**src/rtl/sd_cmd_rx.sv**
```systemverilog
// SD CMD line response receiver: deserialises 48/136-bit frames, checks CRC7 and framing.
// Optional NCR timeout counter is built only when SD_CMD_RX_TIMEOUT_EN is defined.
module sd_cmd_rx #(
  parameter int unsigned TIMEOUT_CYCLES = 64,
  parameter int unsigned CNT_W          = 8
) (
  input  logic         clk,
  input  logic         rst,
  input  logic         sample_en,
  input  logic         cmd_in,
  input  logic         arm,
  input  logic         resp_long,
  input  logic         crc_check,
  output logic         busy,
  output logic         resp_valid,
  output logic [135:0] resp,
  output logic         crc_err,
  output logic         frame_err,
  output logic         timeout
);

  typedef enum logic [1:0] {
    IDLE,
    WAIT_START,
    RECV,
    DONE
  } state_t;

  localparam logic [CNT_W-1:0] LEN_S   = CNT_W'(48);
  localparam logic [CNT_W-1:0] LEN_L   = CNT_W'(136);
  localparam logic [CNT_W-1:0] CRC_END_S = CNT_W'(40);
  localparam logic [CNT_W-1:0] CRC_BEG_L = CNT_W'(9);
  localparam logic [CNT_W-1:0] CRC_END_L = CNT_W'(128);

  if ((CNT_W < 8) || (TIMEOUT_CYCLES >= (1 << CNT_W))) begin : g_cfg_err
    $error("sd_cmd_rx: CNT_W too narrow for frame length or TIMEOUT_CYCLES");
  end

  state_t           state;
  state_t           state_nxt;
  logic             long_q;
  logic             chk_q;
  logic [CNT_W-1:0] bit_cnt;
  logic [CNT_W-1:0] bit_nxt;
  logic [CNT_W-1:0] frame_len;
  logic [6:0]       crc_q;
  logic [6:0]       crc_base;
  logic             crc_cover;
  logic             tx_bit;
  logic             to_hit;

  function automatic logic [6:0] crc7_step(input logic [6:0] c,
                                           input logic       d);
    logic fb;
    fb = c[6] ^ d;
    return {c[5], c[4], c[3], c[2] ^ fb, c[1], c[0], fb};
  endfunction

  assign bit_nxt   = bit_cnt + 1'b1;
  assign frame_len = long_q ? LEN_L : LEN_S;
  assign tx_bit    = long_q ? resp[134] : resp[46];

  // Long frames restart the CRC after the 8-bit header
  assign crc_base  = (long_q && bit_nxt == CRC_BEG_L) ? 7'd0 : crc_q;
  assign crc_cover = long_q ? (bit_nxt >= CRC_BEG_L && bit_nxt <= CRC_END_L)
                            : (bit_nxt <= CRC_END_S);

`ifdef SD_CMD_RX_TIMEOUT_EN
  localparam logic [CNT_W-1:0] TO_LAST = CNT_W'(TIMEOUT_CYCLES - 1);

  logic [CNT_W-1:0] to_cnt;

  always_ff @(posedge clk) begin
    if (rst) begin
      to_cnt <= '0;
    end else if (state == IDLE && arm) begin
      to_cnt <= '0;
    end else if (state == WAIT_START && sample_en && cmd_in) begin
      to_cnt <= to_cnt + 1'b1;
    end
  end

  assign to_hit = sample_en && cmd_in && (to_cnt == TO_LAST);
`else
  assign to_hit = 1'b0;
`endif

  always_ff @(posedge clk) begin
    if (rst) begin
      state <= IDLE;
    end else begin
      state <= state_nxt;
    end
  end

  always_comb begin
    state_nxt  = state;
    busy       = 1'b0;
    resp_valid = 1'b0;
    crc_err    = 1'b0;
    frame_err  = 1'b0;
    timeout    = 1'b0;
    unique case (state)
      IDLE: begin
        if (arm) state_nxt = WAIT_START;
      end
      WAIT_START: begin
        busy = 1'b1;
        if (sample_en && !cmd_in) begin
          state_nxt = RECV;
        end else if (to_hit) begin
          timeout   = 1'b1;
          state_nxt = IDLE;
        end
      end
      RECV: begin
        busy = 1'b1;
        if (sample_en && bit_nxt == frame_len) state_nxt = DONE;
      end
      DONE: begin
        resp_valid = 1'b1;
        crc_err    = chk_q && (resp[7:1] != crc_q);
        frame_err  = tx_bit || !resp[0];
        state_nxt  = IDLE;
      end
      default: state_nxt = IDLE;
    endcase
  end

  always_ff @(posedge clk) begin
    if (rst) begin
      long_q  <= 1'b0;
      chk_q   <= 1'b0;
      bit_cnt <= '0;
      crc_q   <= '0;
      resp    <= '0;
    end else begin
      unique case (state)
        IDLE: begin
          if (arm) begin
            long_q  <= resp_long;
            chk_q   <= crc_check;
            bit_cnt <= '0;
            crc_q   <= '0;
            resp    <= '0;
          end
        end
        WAIT_START: begin
          if (sample_en && !cmd_in) begin
            resp    <= {resp[134:0], 1'b0};
            bit_cnt <= CNT_W'(1);
            crc_q   <= crc7_step(7'd0, 1'b0);
          end
        end
        RECV: begin
          if (sample_en) begin
            resp    <= {resp[134:0], cmd_in};
            bit_cnt <= bit_nxt;
            if (crc_cover) crc_q <= crc7_step(crc_base, cmd_in);
          end
        end
        default: ;
      endcase
    end
  end

endmodule

```
**config.mk**
```make
export PLATFORM = sky130hd
export DESIGN_NAME = sd_cmd_rx
export DESIGN_NICKNAME = d
export VERILOG_FILES = /design/src/rtl/sd_cmd_rx.sv
export SDC_FILE = /design/constraint.sdc
export NUM_CORES = 1
export LEC_CHECK = 0
export CORE_ASPECT_RATIO = 2
export CORE_MARGIN = 2
export CORE_UTILIZATION = 25
export DETAILED_ROUTE_END_ITERATION = 6
export SYNTH_ARGS = -nofsm -noshare
export SYNTH_HDL_FRONTEND = slang
export SYNTH_SLANG_ARGS = --single-unit
```
**constraint.sdc**
```tcl
create_clock -name clk -period 2.7 [get_ports clk]
set_input_delay 0.54 -clock clk [delete_from_list [all_inputs] [get_ports clk]]
set_output_delay 0.54 -clock clk [all_outputs]
set_load 0.1 [all_outputs]
```
# After elaboration in Yosys (flattened, before gate mapping)
# Cells that the tools add are included.
# word_totals
ff_bits,155
latch_bits,0
ram_bits,0
mem_bits_ro,0
input_bits,7
output_inout_bits,141
wordCells,63
mem_count,0
# op_classes
n_addsub,1
mul,0
div_mod_pow,0
n_lt_le_gt_ge,3
eq_ne,11
shifts,0
n_mux,25
bitwise_logic,2
n_reduce_logical,15
# ops
operator,count
$mux W136,3
$pmux W136 S3,1
$mux W7,5
$mux W8,4
$pmux W8 S3,1
$pmux W7 S3,1
$ne A2 B2 Y1 const B,5
$add A8 B1 Y8 const B,1
$eq A8 B4 Y1 const B,1
$eq A8 B8 Y1,1
$ge A8 B4 Y1 const B,1
$le A8 B6 Y1 const B,1
$le A8 B8 Y1 const B,1
$pmux W2 S4,1
$ne A7 B7 Y1,1
$mux W1,6
$mux W2,3
$logic_and A1 B1 Y1,5
$reduce_and A5 Y1,1
$eq A2 B2 Y1 const B,2
$reduce_and A4 Y1,1
$reduce_and A3 Y1,1
$reduce_bool A3 Y1,1
$eq A2 B1 Y1 const B,1
other kinds (6),8

# Logic depth before layout (Yosys ltp)
# Gate-level depths: netlist of the first run.
# depth
word_depth,9
mapped_depth,10

# Least setup slack after synthesis of the first run
# OpenSTA, ideal clock, no wires.
# synth_timing
path_type,reg-to-output
from,register state[0]
to,output frame_err
t_arrival_ps,3480
required_time_ps,2160
slack_ps,-1320
path_stages_with_launch,3
path_buffers,0
path_cell_list,dfxtp_1 -> ha_1 -> a21boi_0
# synth_between
elab_chain_len,2
# synth_lines
item,line,text
start: declaration,39,state_t state;
start signal: assignment,92,state <= state_nxt;
$eq A2 B2 Y1,103,unique case (state)
$mux W1,103,
end: declaration,18,"output logic frame_err,"
# Every way passes these cells.

# Worst setup path after layout of the first run
# layout_timing
from,register bit_cnt[0]
to,register crc_q[0]
# layout_between
elab_chain_len,8
# layout_lines
item,line,text
start: declaration,43,logic [CNT_W-1:0] bit_cnt;
start signal: assignment,158,bit_cnt <= bit_nxt;
$add A8 B1 Y8 *,59,assign bit_nxt = bit_cnt + 1'b1;
"parallel branches: the longest is 7 deep, another holds $ge A8 B4 Y1",--,
end signal: assignment,152,"crc_q <= crc7_step(7'd0, 1'b0);"
end signal: assignment,159,"if (crc_cover) crc_q <= crc7_step(crc_base, cmd_in);"
end: declaration,46,logic [6:0] crc_q;
# Mark *: on every way between the ends. The select of a mux whose other input is x is not followed.
# A chain may end at the register's enable or synchronous reset.

==> flow_metrics.env, run 1 <==
export IMPL_synth_area_per_cell_um2=7.967
export IMPL_outcome="complete, no violations"
export IMPL_setup_tns_final_ps=0
export IMPL_cts_hold_buffers_added=0
export IMPL_tritoncts_clock_tree="built"
export IMPL_timing_final_hold_violations=0
export IMPL_cell_area_after_synthesis_mm2=0.006397
export IMPL_synth_net_count=818
export IMPL_number_of_rows_created_at_floorplan=82
export IMPL_final_common_cell="dfxtp_1"
export IMPL_synth_top_cell_area_share_pct=48.50
export IMPL_peakVddDrop_v=0.0006331
export IMPL_cap_viol_max_count=0
export IMPL_cts_repair_resized=0
export IMPL_final_layout_size_suffix_gt1_share_pct=21.92
export IMPL_hold_path_class="flop to flop"
export IMPL_placedCellCount=1230
export IMPL_synth_enable_flop_cells=0
export IMPL_drc=0
export IMPL_crit_top_cell="a211oi_1"
export IMPL_fin_crit_sh_pct=91.92
export IMPL_worst_skew_pair_late_latency_ps=440
export IMPL_num_antenna_cells=0
export IMPL_dpl_cell_area_mm2=0.007886
export IMPL_grt_start_max_net_pins=148
export IMPL_routed_wire_length_per_instance_um=15.69
export IMPL_finalWeightedCongestion=0.9119
export IMPL_cts_root_buf="clkbuf_16"
export IMPL_layout_common_cells="155 x dfxtp_1, 154 x buf_4, 151 x a21oi_1, 150 x nand2_1, 143 x nand3_1"
export IMPL_cts_setup_buffers=0
export IMPL_grt_setup_unrepaired="false"
export IMPL_final_clock_skew_ps=6.566
export IMPL_num_vias=6073
export IMPL_worstSetupStartpointType="flop"
export IMPL_global_route_wire_length_before_repair_mm=30.99
export IMPL_report_final_slew_viol_count=0
export IMPL_cts_htree_levels=4
export IMPL_netlist_cell_type_count=55
export IMPL_finish_instance_area_mm2=0.008461
export IMPL_clock_fmax_mhz=402.9
export IMPL_clock_pin_slew_worst_setup_and_hold_paths_ps=70
export IMPL_drtPass1Iterations=5
export IMPL_final_min_clock_period_ps=2482
export IMPL_postSynthRegisterBits=155
export IMPL_crit_type="flop to flop"
export IMPL_synth_top_flop_cell="dfxtp_1"
export IMPL_worst_slew_pin_slew_ps=697.7
export IMPL_p_switching_w=0.002980
export IMPL_synth_async_reset_ratio_pct=0
export IMPL_power_leakage_nw=3.076
export IMPL_port_buffers=146
export IMPL_layout_nets=928
export IMPL_share_clk_of_total_power_pct=33.3
export IMPL_finish_cell_count_without_fillers=1262
export IMPL_grt_pass1_vias=5830
export IMPL_combinationalPowerShare_pct=33.3
export IMPL_synth_area_leaders="dfxtp_1 49%, a21oi_1 12%, nand3_1 11%"
export IMPL_clkSinkCount=155
export IMPL_globalRoute_totalOverflow=0
export IMPL_power_density_mw_per_mm2=830.1
export IMPL_critical_path_max_fanout=12
export IMPL_clock_path_buffers=2
export IMPL_dp_hpwl_mm=13.24
export IMPL_drt_first_iter_violations=318
export IMPL_required_ps=3030
export IMPL_dieHeight_um=230.2
export IMPL_wl_mm=19.81
export IMPL_worst_path_max_delay_cell="or3_4"
export IMPL_die_area_mm2=0.02696
export IMPL_swShare_pct=42.44
export IMPL_fp_coreArea_mm2=0.02514
export IMPL_die_w_um=117.1
export IMPL_post_synth_inst_count=803
export IMPL_ys_seq_area_share_pct=48.50
export IMPL_worstPathCellList="buf_4 > inv_1 > ha_1 > nand2b_1 > a211oi_1 > a211oi_1 > or3_4 > a31o_4 > a32o_1"
export IMPL_number_of_nets_still_failing_antenna_checks_after_routing=0
export IMPL_worst_slew_margin_rel_pct=53.49
export IMPL_power_sequential_fraction_pct=33.4
export IMPL_antenna_violations_before_repair=0
export IMPL_floorplan_initialDensity_pct=25.45
export IMPL_worst_path_max_stage_delay_ps=360
export IMPL_yosysWarnings=0
export IMPL_io_pin_count=148
export IMPL_worstPathArrival_ps=2810
export IMPL_area_growth_pct=32.25
export IMPL_global_route_usage_total_pct=14.82
export IMPL_setup_viol_count_final=0
export IMPL_critPathCaptureType="flop"
export IMPL_report_power_total_w=0.007023
export IMPL_viasPerCell=4.812
export IMPL_netlist_top_cell_by_area="dfxtp_1"
export IMPL_utilization_pct=33.66
export IMPL_number_of_buffers_created_by_cts=17
export IMPL_num_fill_cells=2697
export IMPL_internal_dissipation_w=0.004043
final timing paths:
path              cells past startpoint        end  slack, ps       start
setup / recovery                      9   crc_q[0]        220  bit_cnt[0]
hold / removal                        2  resp[135]        460   resp[135]
setup reg to reg                      9   crc_q[0]        220  bit_cnt[0]
hold reg to reg                       2  resp[135]        460   resp[135]
synthesized netlist by cell type, types with 3 or more instances:
cell,n
a211oi_1,3
a21oi_1,151
a32o_1,7
and2_1,6
and3_1,3
buf_2,17
clkbuf_1,55
dfxtp_1,155
ha_1,8
inv_1,8
mux2i_1,3
nand2_1,151
nand2b_1,3
nand3_1,143
nand4_1,4
nor2_1,11
nor3_1,3
nor4_1,5
o21a_1,4
o21ai_0,9
or3_1,3
xnor2_1,6
xor2_1,5
critical path: cells and delay by family, from the launching register on:
family / cells / cell delay (ps)
flip-flops: 1 / 340
AND/OR/NAND/NOR: 2 / 540
buffers and inverters: 2 / 260
adder cells (fa/ha/maj): 1 / 330
AO/OA/AOI/OAI: 4 / 910
routing by layer:
layer | track usage (%) | up-vias | part of all wire [%]
met5 | 0 | - | 0
met4 | 7.868 | 0 | 4.0
met3 | 3.954 | 44 | 4.2
met2 | 26.39 | 144 | 54
met1 | 15.42 | 2879 | 37
li1 | - | 3006 | -
per-stage QoR:
| stage | hold WS, ps | worst slack (ps) |
|---|---|---|
| 2_1_floorplan | 436.6 | -39.45 |
| 3_3_place_gp | 443.0 | 272.5 |
| 3_5_place_dp | 458.1 | 245.1 |
| 4_1_cts | 467.6 | 223.7 |
| 5_1_grt | 486.7 | 79.09 |
| 6_report | 463.9 | 218.3 |
power by group through the flow:
stage | Clock, W | Sequential [W] | Combinational, W
final | 0.00234 | 0.00234 | 0.00234
after global routing | 0.00250 | 0.00235 | 0.00256
after CTS | 0.00243 | 0.00234 | 0.00240
after detailed placement | 0 | 0.00240 | 0.00240
after global placement | 0 | 0.00240 | 0.00239
after floorplan | 0 | 0.00240 | 0.00156
area by class of cell:
type	count	area (µm²)	area share (%)
Clock inverter	15	148.9	1.760
Clock buffer	17	425.4	5.028
Tap cell	336	420.4	4.969
Multi-Input combinational cell	564	2983	35.26
Inverter	9	33.78	0.3993
Sequential cell	155	3103	36.68
Timing Repair Buffer	166	1346	15.91
state kept, by name (all words and copies together), names as in the netlist:
register,count
resp,136
bit_cnt,8
crc_q,7
state,2
chk_q,1
long_q,1
logic make-up (layout without fill, tap and decap cells):
group	count (synthesis)	in the layout	synth area share, %
adder cells (fa/ha/maj)	8	8	1.565
buffers and inverters	84	207	5.496
AO/OA/AOI/OAI	194	194	17.15
multiplexers	3	3	0.4694
XOR/XNOR	11	11	1.506
flip-flops	155	155	48.50
other	1	1	0.05862
AND/OR/NAND/NOR	347	347	25.25
Power figures use the tool's default switching activity.
==> inputs of run 2 (changes only) <==
- CORE_ASPECT_RATIO: 2 -> not set
==> flow_metrics.env, run 2 (synthesized netlist as in run 1, its figures left out) <==
export IMPL_worstPathCellList="ha_1 > nand3_2 > nor4_1 > a211oi_1 > or3_4 > a31o_4 > a32o_1"
export IMPL_regArea_mm2=0.003103
export IMPL_worstSetupStartpointType="flop"
export IMPL_cts_setup_buffers=0
export IMPL_grt_setup_unrepaired="false"
export IMPL_final_layout_size_suffix_gt1_share_pct=21.73
export IMPL_worst_path_max_stage_delay_ps=430
export IMPL_grt_pass1_vias=5431
export IMPL_globalRoute_totalOverflow=0
export IMPL_drc=0
export IMPL_rr_worst_depth=7
export IMPL_final_clock_skew_ps=9.653
export IMPL_critical_path_max_fanout=12
export IMPL_io_pin_count=148
export IMPL_fin_crit_sh_pct=92.09
export IMPL_die_area_mm2=0.02688
export IMPL_wl_mm=18.26
export IMPL_layout_nets=927
export IMPL_clock_pin_slew_worst_setup_and_hold_paths_ps=60
export IMPL_viasPerCell=4.786
export IMPL_biggest_regs="resp (136), bit_cnt (8), crc_q (7)"
export IMPL_dieHeight_um=164.0
export IMPL_die_w_um=164.0
export IMPL_number_of_buffers_created_by_cts=17
export IMPL_clkSinkCount=155
export IMPL_floorplan_initialDensity_pct=25.40
export IMPL_num_fill_cells=2644
export IMPL_min_path_cells=2
export IMPL_drt_first_iter_violations=354
export IMPL_required_ps=3000
export IMPL_path_buf_inv=0
export IMPL_critical_path_top_delay_family="simple AND/OR/NAND/NOR gates"
export IMPL_critPathCaptureType="flop"
export IMPL_holdPathEnd="chk_q"
export IMPL_timing_final_hold_violations=0
export IMPL_worst_path_max_delay_cell="ha_1"
export IMPL_hold_path_class="flop to flop"
export IMPL_dpl_cell_area_mm2=0.007896
export IMPL_final_min_clock_period_ps=2486
export IMPL_layout_common_cells="155 x dfxtp_1, 151 x a21oi_1, 151 x buf_4, 150 x nand2_1, 143 x nand3_1"
export IMPL_global_route_usage_total_pct=13.28
export IMPL_hold_start="chk_q"
export IMPL_cts_repair_resized=0
export IMPL_worst_skew_pair_late_latency_ps=410
export IMPL_port_buffers=146
export IMPL_num_vias=6006
export IMPL_final_common_cell="dfxtp_1"
export IMPL_reg2reg_setup_slack_ps=210
export IMPL_peakVddDrop_v=0.0005466
export IMPL_drtPass1Iterations=4
export IMPL_multiInputGateArea_mm2=0.002984
export IMPL_cts_htree_levels=4
export IMPL_power_density_mw_per_mm2=840.0
export IMPL_setup_viol_count_final=0
export IMPL_rr_endpoint="crc_q[3]"
export IMPL_global_route_wire_length_before_repair_mm=28.92
export IMPL_cts_hold_buffers_added=0
export IMPL_worst_slew_margin_rel_pct=47.50
export IMPL_grt_start_max_net_pins=148
export IMPL_top_register="resp"
export IMPL_power_leakage_nw=3.083
export IMPL_clock_fmax_mhz=402.2
export IMPL_area_growth_pct=32.58
export IMPL_cap_viol_max_count=0
export IMPL_num_antenna_cells=0
export IMPL_crit_type="flop to flop"
export IMPL_number_of_rows_created_at_floorplan=58
export IMPL_finish_instance_area_mm2=0.008482
export IMPL_routed_wire_length_per_instance_um=14.55
export IMPL_worstPathArrival_ps=2790
export IMPL_dp_hpwl_mm=11.50
export IMPL_fp_coreArea_mm2=0.02518
export IMPL_outcome="complete, no violations"
export IMPL_clock_path_buffers=2
export IMPL_worst_hold_slack_ps=463.9
export IMPL_worst_slew_pin_slew_ps=787.6
export IMPL_cts_root_buf="clkbuf_16"
export IMPL_tritoncts_clock_tree="built"
export IMPL_report_final_slew_viol_count=0
export IMPL_setup_tns_final_ps=0
export IMPL_antenna_violations_before_repair=0
export IMPL_finalWeightedCongestion=0.8460
export IMPL_crit_reg2reg_launch="bit_cnt[0]"
export IMPL_largest_register_ff_count=136
export IMPL_number_of_nets_still_failing_antenna_checks_after_routing=0
[run 2: cell types whose count changed in the layout (fill, tap and decap cells not counted), sizes merged]
cell	before	now
buf	161	160
inv	17	9
clkbuf	17	23
bufinv	0	1
clkinvlp	1	2
[run 2: power breakdown]
part | total [W] | internal [W] | switching (W)
clock network | 0.00236 | 0.00140 | 0.000969
registers | 0.00234 | 0.00231 | 0.0000293
logic | 0.00242 | 0.000592 | 0.00182
[run 2: through the flow]
stage          util, %  std cells  setup slack, ps  total power, W
2_1_floorplan        -        803           -39.45        0.003957
3_3_place_gp     31.36       1223            281.8        0.004839
3_5_place_dp     31.36       1223            226.3        0.004829
4_1_cts          33.68       1255            213.0        0.007217
5_1_grt          33.68       1255            41.09        0.007484
6_report         33.68       1255            213.5        0.007125
[run 2: worst register-to-register path, cell delays in order, from the launching register on]
cell and delay (ps):
dfxtp_1 340, ha_1 430, nand3_2 240, nor4_1 310, a211oi_1 120, or3_4 400, a31o_4 280, a32o_1 260
[run 2: area by class of cell]
| class | count | share of cell area, % |
|---|---|---|
| flip-flops and latches | 155 | 36.58 |
| multi-input cells | 564 | 35.18 |
| repair buffers | 165 | 16.08 |
| clock buffers | 23 | 5.871 |
| well taps | 330 | 4.868 |
| clock inverters | 9 | 1.018 |
| inverters | 9 | 0.3983 |
[run 2: worst max-delay path by stage]
stage	from	to	slack (ps)	cells after the start
after floorplan	state[0]	frame_err	-40	2
after global placement	bit_cnt[0]	crc_q[4]	280	9
after detailed placement	bit_cnt[0]	crc_q[2]	230	7
after CTS	bit_cnt[0]	crc_q[2]	210	7
after global routing	bit_cnt[1]	crc_q[4]	40	7
final	bit_cnt[0]	crc_q[3]	210	7
[run 2: layer usage]
metal  vias to the layer above  track usage [%]  part of all wire [%]
met5                         -                0                     0
met4                         0            3.549                  0.96
met3                         9            5.101                   7.3
met2                       142            20.07                    45
met1                      2853            17.67                    47
li1                       3002                -                     -
==> inputs of run 3 (changes only) <==
- SLEW_MARGIN: not set -> 20
==> results of run 3 <==
Final layout, timing and power as in run 2 (identical DEF).
